[config.mk]
export PLATFORM = sky130hd
export DESIGN_NAME = counter_cmd_packer
export DESIGN_NICKNAME = d
export VERILOG_FILES = /design/src/rtl/counter_pkg.sv /design/src/rtl/counter_bound_check.sv /design/src/rtl/counter_cmd_packer.sv
export SDC_FILE = /design/constraint.sdc
export NUM_CORES = 1
export LEC_CHECK = 0
export CORE_MARGIN = 4
export CORE_UTILIZATION = 42
export CTS_CLUSTER_SIZE = 12
export DETAILED_ROUTE_END_ITERATION = 10
export GPL_TIMING_DRIVEN = 0
export PLACE_DENSITY = 0.77
export REMOVE_ABC_BUFFERS = 1
export SYNTH_ARGS = -nofsm -noshare
export SYNTH_HDL_FRONTEND = slang
export SYNTH_SLANG_ARGS = --single-unit
[constraint.sdc]
create_clock -name clk -period 4.06 [get_ports clk]
set_input_delay 0.406 -clock clk [delete_from_list [all_inputs] [get_ports clk]]
set_output_delay 0.406 -clock clk [all_outputs]
set_load 0.05 [all_outputs]
[src/rtl/counter_pkg.sv]
// Shared sizing and types for the 4-bit up/down counter and its command front end.
package counter_pkg;

    localparam int WIDTH  = 4;
    localparam int STEP_W = 2;
    localparam int MAXV   = (1 << WIDTH) - 1;

    typedef logic [WIDTH-1:0]  cnt_t;
    typedef logic [STEP_W-1:0] step_t;

endpackage

[src/rtl/counter_bound_check.sv]
// Combinational credit check: grants up/down requests only when the projected
// count stays inside 0..MAXV. A pending reload blocks both directions.
module counter_bound_check
    import counter_pkg::*;
#(
    parameter int WIDTH  = counter_pkg::WIDTH,
    parameter int STEP_W = counter_pkg::STEP_W
) (
    input  logic [WIDTH-1:0]  proj,
    input  logic [STEP_W-1:0] up_count,
    input  logic [STEP_W-1:0] dn_count,
    input  logic              dn_valid,
    input  logic              load_valid,
    output logic              up_ready,
    output logic              dn_ready
);

    localparam int W1      = WIDTH + 1;
    localparam int CNT_TOP = (1 << WIDTH) - 1;

    logic          dn_fire;
    logic [W1-1:0] up_sum;
    logic [W1-1:0] up_lim;

    // A same-cycle decrement frees headroom for the increment, hence the extra bit.
    always_comb begin
        dn_ready = !load_valid && ({1'b0, proj} >= W1'(dn_count));
        dn_fire  = dn_valid && dn_ready;
        up_sum   = {1'b0, proj} + W1'(up_count);
        up_lim   = W1'(CNT_TOP) + (dn_fire ? W1'(dn_count) : '0);
        up_ready = !load_valid && (up_sum <= up_lim);
    end

endmodule

[src/rtl/counter_cmd_packer.sv]
// Packs load/up/down requests into one registered counter command per cycle,
// tracks the projected count and flags any disagreement with counter feedback.
module counter_cmd_packer
    import counter_pkg::*;
#(
    parameter int WIDTH  = counter_pkg::WIDTH,
    parameter int STEP_W = counter_pkg::STEP_W
) (
    input  logic              clk,
    input  logic              rst_n,
    input  logic              load_valid,
    input  logic [WIDTH-1:0]  load_value,
    output logic              load_ready,
    input  logic              up_valid,
    input  logic [STEP_W-1:0] up_count,
    output logic              up_ready,
    input  logic              dn_valid,
    input  logic [STEP_W-1:0] dn_count,
    output logic              dn_ready,
    output logic              incr_valid,
    output logic [STEP_W-1:0] incr,
    output logic              decr_valid,
    output logic [STEP_W-1:0] decr,
    output logic              reinit,
    output logic [WIDTH-1:0]  initial_value,
    input  logic [WIDTH-1:0]  value,
    output logic [WIDTH-1:0]  proj,
    output logic              mismatch_err
);

    logic             load_fire;
    logic             up_fire;
    logic             dn_fire;
    logic [WIDTH-1:0] proj_d1;
    logic             arm_q1;
    logic             arm_q2;

    assign load_ready = 1'b1;
    assign load_fire  = load_valid & load_ready;
    assign up_fire    = up_valid & up_ready;
    assign dn_fire    = dn_valid & dn_ready;

    counter_bound_check #(
        .WIDTH  (WIDTH),
        .STEP_W (STEP_W)
    ) u_bound (
        .proj       (proj),
        .up_count   (up_count),
        .dn_count   (dn_count),
        .dn_valid   (dn_valid),
        .load_valid (load_valid),
        .up_ready   (up_ready),
        .dn_ready   (dn_ready)
    );

    always_ff @(posedge clk or negedge rst_n) begin
        if (!rst_n) begin
            incr_valid    <= 1'b0;
            incr          <= '0;
            decr_valid    <= 1'b0;
            decr          <= '0;
            reinit        <= 1'b0;
            initial_value <= '0;
            proj          <= '0;
        end else begin
            incr_valid    <= up_fire;
            incr          <= up_fire ? up_count : '0;
            decr_valid    <= dn_fire;
            decr          <= dn_fire ? dn_count : '0;
            reinit        <= load_fire;
            initial_value <= load_fire ? load_value : '0;
            if (load_fire)
                proj <= load_value;
            else
                proj <= proj + (up_fire ? WIDTH'(up_count) : '0)
                             - (dn_fire ? WIDTH'(dn_count) : '0);
        end
    end

    // Counter feedback lags proj by one edge; checking starts once both sides are post-load.
    always_ff @(posedge clk or negedge rst_n) begin
        if (!rst_n) begin
            proj_d1      <= '0;
            arm_q1       <= 1'b0;
            arm_q2       <= 1'b0;
            mismatch_err <= 1'b0;
        end else begin
            proj_d1      <= proj;
            arm_q1       <= arm_q1 | load_fire;
            arm_q2       <= arm_q1;
            mismatch_err <= mismatch_err | (arm_q2 && (value != proj_d1));
        end
    end

endmodule

==> results of run 1 <==
## power breakdown
part	internal, uW	leakage, uW	total [uW]	switching (uW)
Combinational	374	0.000549	811	438
Sequential	269	0.000262	308	39.2
Clock	99.8	0.0000279	168	68.6
Total	742	0.000839	1290	545
## layout make-up
type / instances / area, um^2
Multi-Input combinational cell: 70 / 733.2
Tap cell: 31 / 38.79
Sequential cell: 22 / 553.0
Clock inverter: 1 / 30.03
Fill cell: 228 / 944.7
Inverter: 12 / 47.55
Clock buffer: 3 / 22.52
Timing Repair Buffer: 44 / 411.6
## cell families after synthesis
logic type / count (synthesis) / synth area share [%]
simple gates: 28 / 12.58
flops: 22 / 44.99
fa+ha+maj: 20 / 22.29
buf+inv: 14 / 4.703
compound gates: 11 / 7.566
xor+xnor: 8 / 5.726
mux: 2 / 1.840
other cells: 1 / 0.3065
## flip-flops by register name, indices dropped and copies added (netlist names)
register / count
arm_q1: 1
arm_q2: 1
decr: 2
decr_valid: 1
incr: 2
incr_valid: 1
initial_value: 4
mismatch_err: 1
proj: 4
proj_d1: 4
reinit: 1
## routing by layer
metal / track usage [%] / vias up / wire length [um]
li1: - / 436 / -
met1: 17.92 / 454 / 1097
met2: 28.99 / 29 / 1603
met3: 3.512 / 6 / 182
met4: 4.848 / 0 / 44
met5: 0 / - / 0
## metrics by stage
stage | util, % | setup slack (ns)
2_1_floorplan | - | -0.6834
3_3_place_gp | 57.18 | -0.6210
3_5_place_dp | 57.18 | -0.7557
4_1_cts | 62.98 | 0.01473
5_1_grt | 66.04 | -0.1135
6_report | 66.04 | 0.04807
## worst max-delay path, stage by stage (launching register included)
cell	delay, ns
dfrtp_2	0.44
inv_2	0.07
ha_4	0.19
nand2b_4	0.13
a21o_1	0.18
a21boi_4	0.21
or2_4	0.17
ha_4	0.16
inv_4	0.05
ha_4	0.15
a211o_1	0.32
o22ai_4	0.20
nand3_2	0.10
fa_1	0.53
inv_1	0.05
ha_1	0.26
a21o_1	0.19
a21oi_2	0.17
xor2_1	0.09
mux2_4	0.26
## synth_stat cells (all sizes together), types with 2 or more instances
master	instances
inv	12
ha	17
and3	2
fa	3
a21o	3
xor2	3
nand2b	2
and2	6
dfrtp	22
mux2	2
nor2	6
o21bai	2
or2	3
xnor2	5
buf	2
nand3	2
a21oi	2
nand2	3
## layout by cell type (no fill, tap or decap), types with 2 or more instances in the layout
master / synthesis / routed
or2_4: 0 / 2
a21o_1: 3 / 3
dfrtp_1: 22 / 20
o21bai_1: 2 / 2
xnor2_1: 5 / 5
clkbuf_4: 0 / 3
xor2_1: 3 / 3
inv_1: 12 / 10
and3_1: 2 / 2
clkdlybuf4s50_1: 0 / 31
fa_1: 3 / 3
buf_4: 1 / 10
ha_4: 0 / 6
dlygate4sd2_1: 0 / 3
nand2_1: 3 / 2
nor2_1: 6 / 6
ha_1: 17 / 11
and2_1: 6 / 6
dfrtp_2: 0 / 2
## timing repair
action,CTS,global route
pin swaps,11,12
buffers inserted,7,3
resized for setup,13,12
cloned,0,0
endpoints found under the setup margin,2,4
## final timing paths
kind                                   start              endpoint  slack [ns]
min                         arm_q1$_DFF_PN0_      arm_q2$_DFF_PN0_        0.39
max                        proj[0]$_DFF_PN0_     proj[3]$_DFF_PN0_        0.05
min reg2reg                 arm_q1$_DFF_PN0_      arm_q2$_DFF_PN0_        0.39
max in group asynchronous              rst_n     proj[0]$_DFF_PN0_        2.77
min in group asynchronous              rst_n  proj_d1[3]$_DFF_PN0_        0.62
max reg2reg                proj[0]$_DFF_PN0_     proj[3]$_DFF_PN0_        0.05
==> results.py, run 1 <==
metrics = {
    "cts": {
        "cts_max_level": 1,
        "worst_skew_pair.late_latency_ns": 0.31,
        "clk_path_buf_depth": 2,
        "cts_inserted_buffers": 3,
        "ctsHoldBuffers": 0,
        "tritoncts": "yes",
        "clkSlewWorstSetupHoldPaths_ns": 0.13,
        "cts.sink_count": 22,
        "ctsRootBufferMaster": "clkbuf_4",
    },
    "global_routing": {
        "grt_pass1_vias": 972,
        "groute.usage.overall_pct": 15.75,
        "initial_antenna_violation_count": 0,
        "grt_first_pass_wirelength_um": 4312,
        "maximum_number_of_pins_on_one_net_before_global_route_repair": 23,
        "gr-total-overflow": 0,
    },
    "layout": {
        "total_inserted_antenna_cells": 0,
        "finish.cell_count_without_fillers": 183,
        "final_cell_area_mm2": 0.001837,
        "area_growth_syn_to_layout_pct": 50.10,
        "layout-drive-gt1-share_pct": 23.03,
        "layout.nets": 190,
    },
    "setup_path": {
        "worst-setup-path-type": "flop to flop",
        "worstPathRequired_ns": 4.27,
        "worstSetupEndpointType": "flop",
        "worst-path-max-fanout": 4,
        "rr_worst_depth": 19,
        "timing.critical_path.arrival_ns": 4.22,
        "worstSetupStartpointType": "flop",
    },
    "floorplanning": {
        "placementRows": 19,
        "dieArea_mm2": 0.003841,
        "initial_core_util_pct": 43.99,
        "die_h_um": 61.98,
        "die_x_um": 61.98,
        "ioPinCount": 36,
        "core-area_mm2": 0.002781,
    },
    "timing": {
        "timing.final.max_slew_violations": 0,
        "whs_ns": 0.3899,
        "max_freq_ghz": 0.2493,
        "grt_setup_unrepaired": "true",
        "min_period_over_period_pct": 98.82,
        "tightest_slew_ns": 0.9879,
        "skew_ns": 0.006900,
        "totalNegativeSetupSlack_ns": 0,
        "period_needed_ns": 4.012,
        "report.final.hold_viol_count": 0,
        "setup_viol_count_final": 0,
        "relSlewSlack_pct": 33.94,
    },
    "drt": {
        "routed-via-count": 925,
        "via_per_inst": 5.055,
        "drt-initial-drc-count": 11,
        "dr.pass1.iters": 4,
        "wire_length_after_detailed_routing_um": 2928,
        "number_of_remaining_drc_errors": 0,
        "avgRoutedWirePerCell_um": 16.00,
        "detail-route-antenna-nets": 0,
    },
    "placement": {
        "place.detailed.hpwl_um": 1997,
        "place.gp.congestion": 0.7121,
        "port_buffers": 34,
        "dp_cells": 169,
        "placedInstanceArea_mm2": 0.001590,
    },
    "power_and_ir_drop": {
        "ir_worst_vdd_uv": 502.4,
        "power_per_cell_area_mw_per_mm2": 701.1,
        "totalPowerFinal_uw": 1288,
        "power.leakage_uw": 0.0008393,
    },
    "run_status": {
        "outcome": "completed",
    },
    "synth": {
        "synth_top_cell_by_area": "dfrtp_1",
        "yosysSeqAreaShare_pct": 44.99,
        "synth_area_mm2": 0.001224,
        "synth_largest_type_area_fraction_pct": 44.99,
        "number_of_enable_type_register_cells_in_the_synthesized_netlist": 0,
        "count_of_state_elements_after_synthesis": 22,
        "post_synth_main_area_contributors": "dfrtp_1 (45%), ha_1 (17%), fa_1 (4.9%)",
        "cells_after_synthesis": 106,
        "syn_avg_cell_area_um2": 11.54,
        "yosysWarningCount": 0,
        "ys_async_sr_fraction_pct": 100.0,
        "yosys.cell_types.count": 30,
        "postSynth.topFlopCell": "dfrtp_1",
    },
    "run": {
        "drv.max_cap_violation_count": 0,
    },
    "hold_path": {
        "worstHoldPathType": "flop to flop",
        "hold_depth": 0,
    },
}
Power figures use the tool's default switching activity.
==> inputs of run 2 (changes only) <==
==> constraint.sdc (replaced) <==
create_clock -name clk -period 4.06 [get_ports clk]
set_input_delay 0.812 -clock clk [delete_from_list [all_inputs] [get_ports clk]]
set_output_delay 0.812 -clock clk [all_outputs]
set_load 0.05 [all_outputs]
==> run 2 against run 1 <==
Net effect:
- the flow now finishes with violations (setup timing)
- total power decreased by 1.9%
- clock-buffer cell count unchanged
- fmax decreased by 1.7%
- die area unchanged
- cell area decreased by 0.68%
- sequential power about the same
- combinational power decreased by 3.2%
- first-iteration DRC count decreased by 45%
- worst setup slack got worse by 0.069 ns
- critical endpoint unchanged
==> results.py, run 2 (synthesis results as in run 1) <==
metrics = {
    "layout": {
        "layout-drive-gt1-share_pct": 26.32,
        "total_inserted_antenna_cells": 0,
        "area_growth_syn_to_layout_pct": 49.08,
        "final_common_cell": "clkdlybuf4s50_1",
        "layout.nets": 190,
        "final_cell_area_mm2": 0.001824,
        "final_cell_mix": "clkdlybuf4s50_1 (27), dfrtp_1 (21), inv_1 (11)",
        "biggestRegsByFlops": "initial_value (4), proj (4), proj_d1 (4)",
    },
    "floorplanning": {
        "initial_core_util_pct": 43.99,
        "core-area_mm2": 0.002781,
        "die_h_um": 61.98,
        "placementRows": 19,
        "ioPinCount": 36,
        "die_x_um": 61.98,
        "dieArea_mm2": 0.003841,
    },
    "power_and_ir_drop": {
        "switching_portion_of_total_power_pct": 42.38,
        "p_comb_share_pct": 62.2,
        "power_per_cell_area_mw_per_mm2": 692.3,
        "p_int_uw": 727.7,
        "p_seq_share_pct": 24.4,
        "power.leakage_uw": 0.0008471,
        "switching_power_uw": 535.3,
        "ir_worst_vdd_uv": 494.1,
        "clkPwrFrac_pct": 13.4,
    },
    "setup_path": {
        "critPathSlowestCell": "fa_1",
        "worstPathRequired_ns": 4.27,
        "cpPeakStageDelay_ns": 0.51,
        "timing.critical_path.cells": "buf_6 > ha_4 > nand2b_4 > a21o_1 > a21boi_2 > or2_4 > ha_4 > ha_4 > a211o_1 > o22ai_4 > nand3_2 > fa_1 > inv_1 > ha_1 > a21o_1 > a21oi_2 > xor2_1 > mux2_4",
        "worst-path-max-fanout": 4,
        "timing.critical_path.arrival_ns": 4.29,
        "worstSetupEndpointType": "flop",
        "worstSetupStartpointType": "input port",
        "critical_path.most_common_cell": "ha_4",
        "worst-setup-path-type": "input port to flop",
        "crit_family": "adder cells",
        "cp.buffers_inverters": 2,
    },
    "timing": {
        "relSlewSlack_pct": 35.32,
        "setup_viol_count_final": 1,
        "report.final.hold_viol_count": 0,
        "final_critical_path_setup_slack_ns": -0.02117,
        "grt_setup_unrepaired": "true",
        "tightest_slew_ns": 0.9671,
        "min_period_over_period_pct": 100.5,
        "skew_ns": 0.001857,
        "period_needed_ns": 4.081,
        "timing.final.max_slew_violations": 0,
        "max_freq_ghz": 0.2450,
    },
    "placement": {
        "place.detailed.hpwl_um": 1997,
        "dpl_worst_slack_ns": -1.162,
        "port_buffers": 34,
        "place.gp.congestion": 0.7121,
        "placedInstanceArea_mm2": 0.001590,
    },
    "global_routing": {
        "initial_antenna_violation_count": 0,
        "grt_pass1_vias": 1010,
        "grt_first_pass_wirelength_um": 4560,
        "gr-total-overflow": 0,
        "grt_busiest_layer": "met2",
        "grt_use_met3_pct": 3.306,
        "grt_use_met2_pct": 31.80,
        "globalRouteMet1Util_pct": 18.47,
        "maximum_number_of_pins_on_one_net_before_global_route_repair": 23,
        "groute.usage.overall_pct": 16.70,
    },
    "run": {
        "drv.max_cap_violation_count": 0,
    },
    "cts": {
        "cts.sink_count": 22,
        "cts_inserted_buffers": 3,
        "clkSlewWorstSetupHoldPaths_ns": 0.13,
        "cts_max_level": 1,
        "ctsRootBufferMaster": "clkbuf_4",
        "tritoncts": "yes",
        "clk_path_buf_depth": 2,
        "worst_skew_pair.late_latency_ns": 0.31,
    },
    "drt": {
        "number_of_remaining_drc_errors": 0,
        "avgRoutedWirePerCell_um": 15.79,
        "routed-via-count": 931,
        "detail-route-antenna-nets": 0,
        "dr.pass1.iters": 4,
        "via_per_inst": 5.087,
        "drt-initial-drc-count": 6,
        "wire_length_after_detailed_routing_um": 2889,
    },
    "run_status": {
        "failed_checks": "setup timing",
        "outcome": "finished, violations left",
    },
    "hold_path": {
        "worstHoldPathType": "flop to flop",
    },
}
run 2: changes by cell type in the layout (fill, tap and decap cells not counted), sizes merged:
cell           before  now
dlygate4sd2         3    2
clkdlybuf4s50      31   27
dlymetal6s2s        0    1
buf                10   14
run 2: what timing repair did:
action,CTS,global route
setup buffers,9,1
resized for setup,38,5
hold buffers,0,0
setup endpoints to repair,5,4
pin swaps,19,5
run 2: power by group through the flow:
stage | Sequential (uW) | Combinational [uW] | Clock, uW
after floorplan | 412 | 326 | 0
after global placement | 314 | 580 | 0
after detailed placement | 316 | 605 | 0
after CTS | 310 | 761 | 171
after global routing | 315 | 854 | 182
final | 308 | 785 | 169
run 2: worst register-to-register path, cell delays in order, from the launching register on:
cell and delay, ns:
dfrtp_2 0.43, inv_1 0.10, ha_4 0.21, nand2b_4 0.13, a21o_1 0.16, a21boi_2 0.22
or2_4 0.18, ha_4 0.16, ha_4 0.20, a211o_1 0.32, o22ai_4 0.19, nand3_2 0.11
fa_1 0.51, inv_1 0.05, ha_1 0.27, a21o_1 0.17, a21oi_2 0.15, xor2_1 0.09
mux2_4 0.26
run 2: routing by layer:
metal / up-vias / wire length [um]
met3: 8 / 190
met5: - / 0
met4: 0 / 57
met1: 455 / 1078
met2: 34 / 1562
li1: 434 / -
run 2: path summary, 6_finish.rpt:
| kind | cells after the start | endpoint | slack (ns) | start |
|---|---|---|---|---|
| max | 18 | proj[3]$_DFF_PN0_ | -0.02 | dn_count[0] |
| min | 0 | arm_q2$_DFF_PN0_ | 0.39 | arm_q1$_DFF_PN0_ |
| max reg2reg | 18 | proj[3]$_DFF_PN0_ | 0.04 | proj[0]$_DFF_PN0_ |
| min reg2reg | 0 | arm_q2$_DFF_PN0_ | 0.39 | arm_q1$_DFF_PN0_ |
| max in group asynchronous | 1 | proj[0]$_DFF_PN0_ | 2.39 | rst_n |
| min in group asynchronous | 1 | proj_d1[1]$_DFF_PN0_ | 1.02 | rst_n |
run 2: final cells by class:
class,instances,area (um^2)
Sequential cell,22,551.8
Fill cell,229,957.2
Tap cell,31,38.79
Timing Repair Buffer,44,407.9
Clock inverter,1,30.03
Multi-Input combinational cell,70,728.2
Inverter,12,45.04
Clock buffer,3,22.52
run 2: per-stage QoR:
stage / utilization (%) / TNS, ns / hold slack [ns] / cells / power (uW)
6_report: 65.59 / -0.02117 / 0.3883 / 183 / 1263
4_1_cts: 65.00 / -0.03497 / 0.3931 / 182 / 1242
5_1_grt: 65.59 / -0.2381 / 0.4177 / 183 / 1351
3_5_place_dp: 57.18 / -3.893 / 0.3610 / 169 / 921.4
3_3_place_gp: 57.18 / -3.341 / 0.3562 / 169 / 894.4
2_1_floorplan: - / -1.471 / 0.3461 / 104 / 738.1
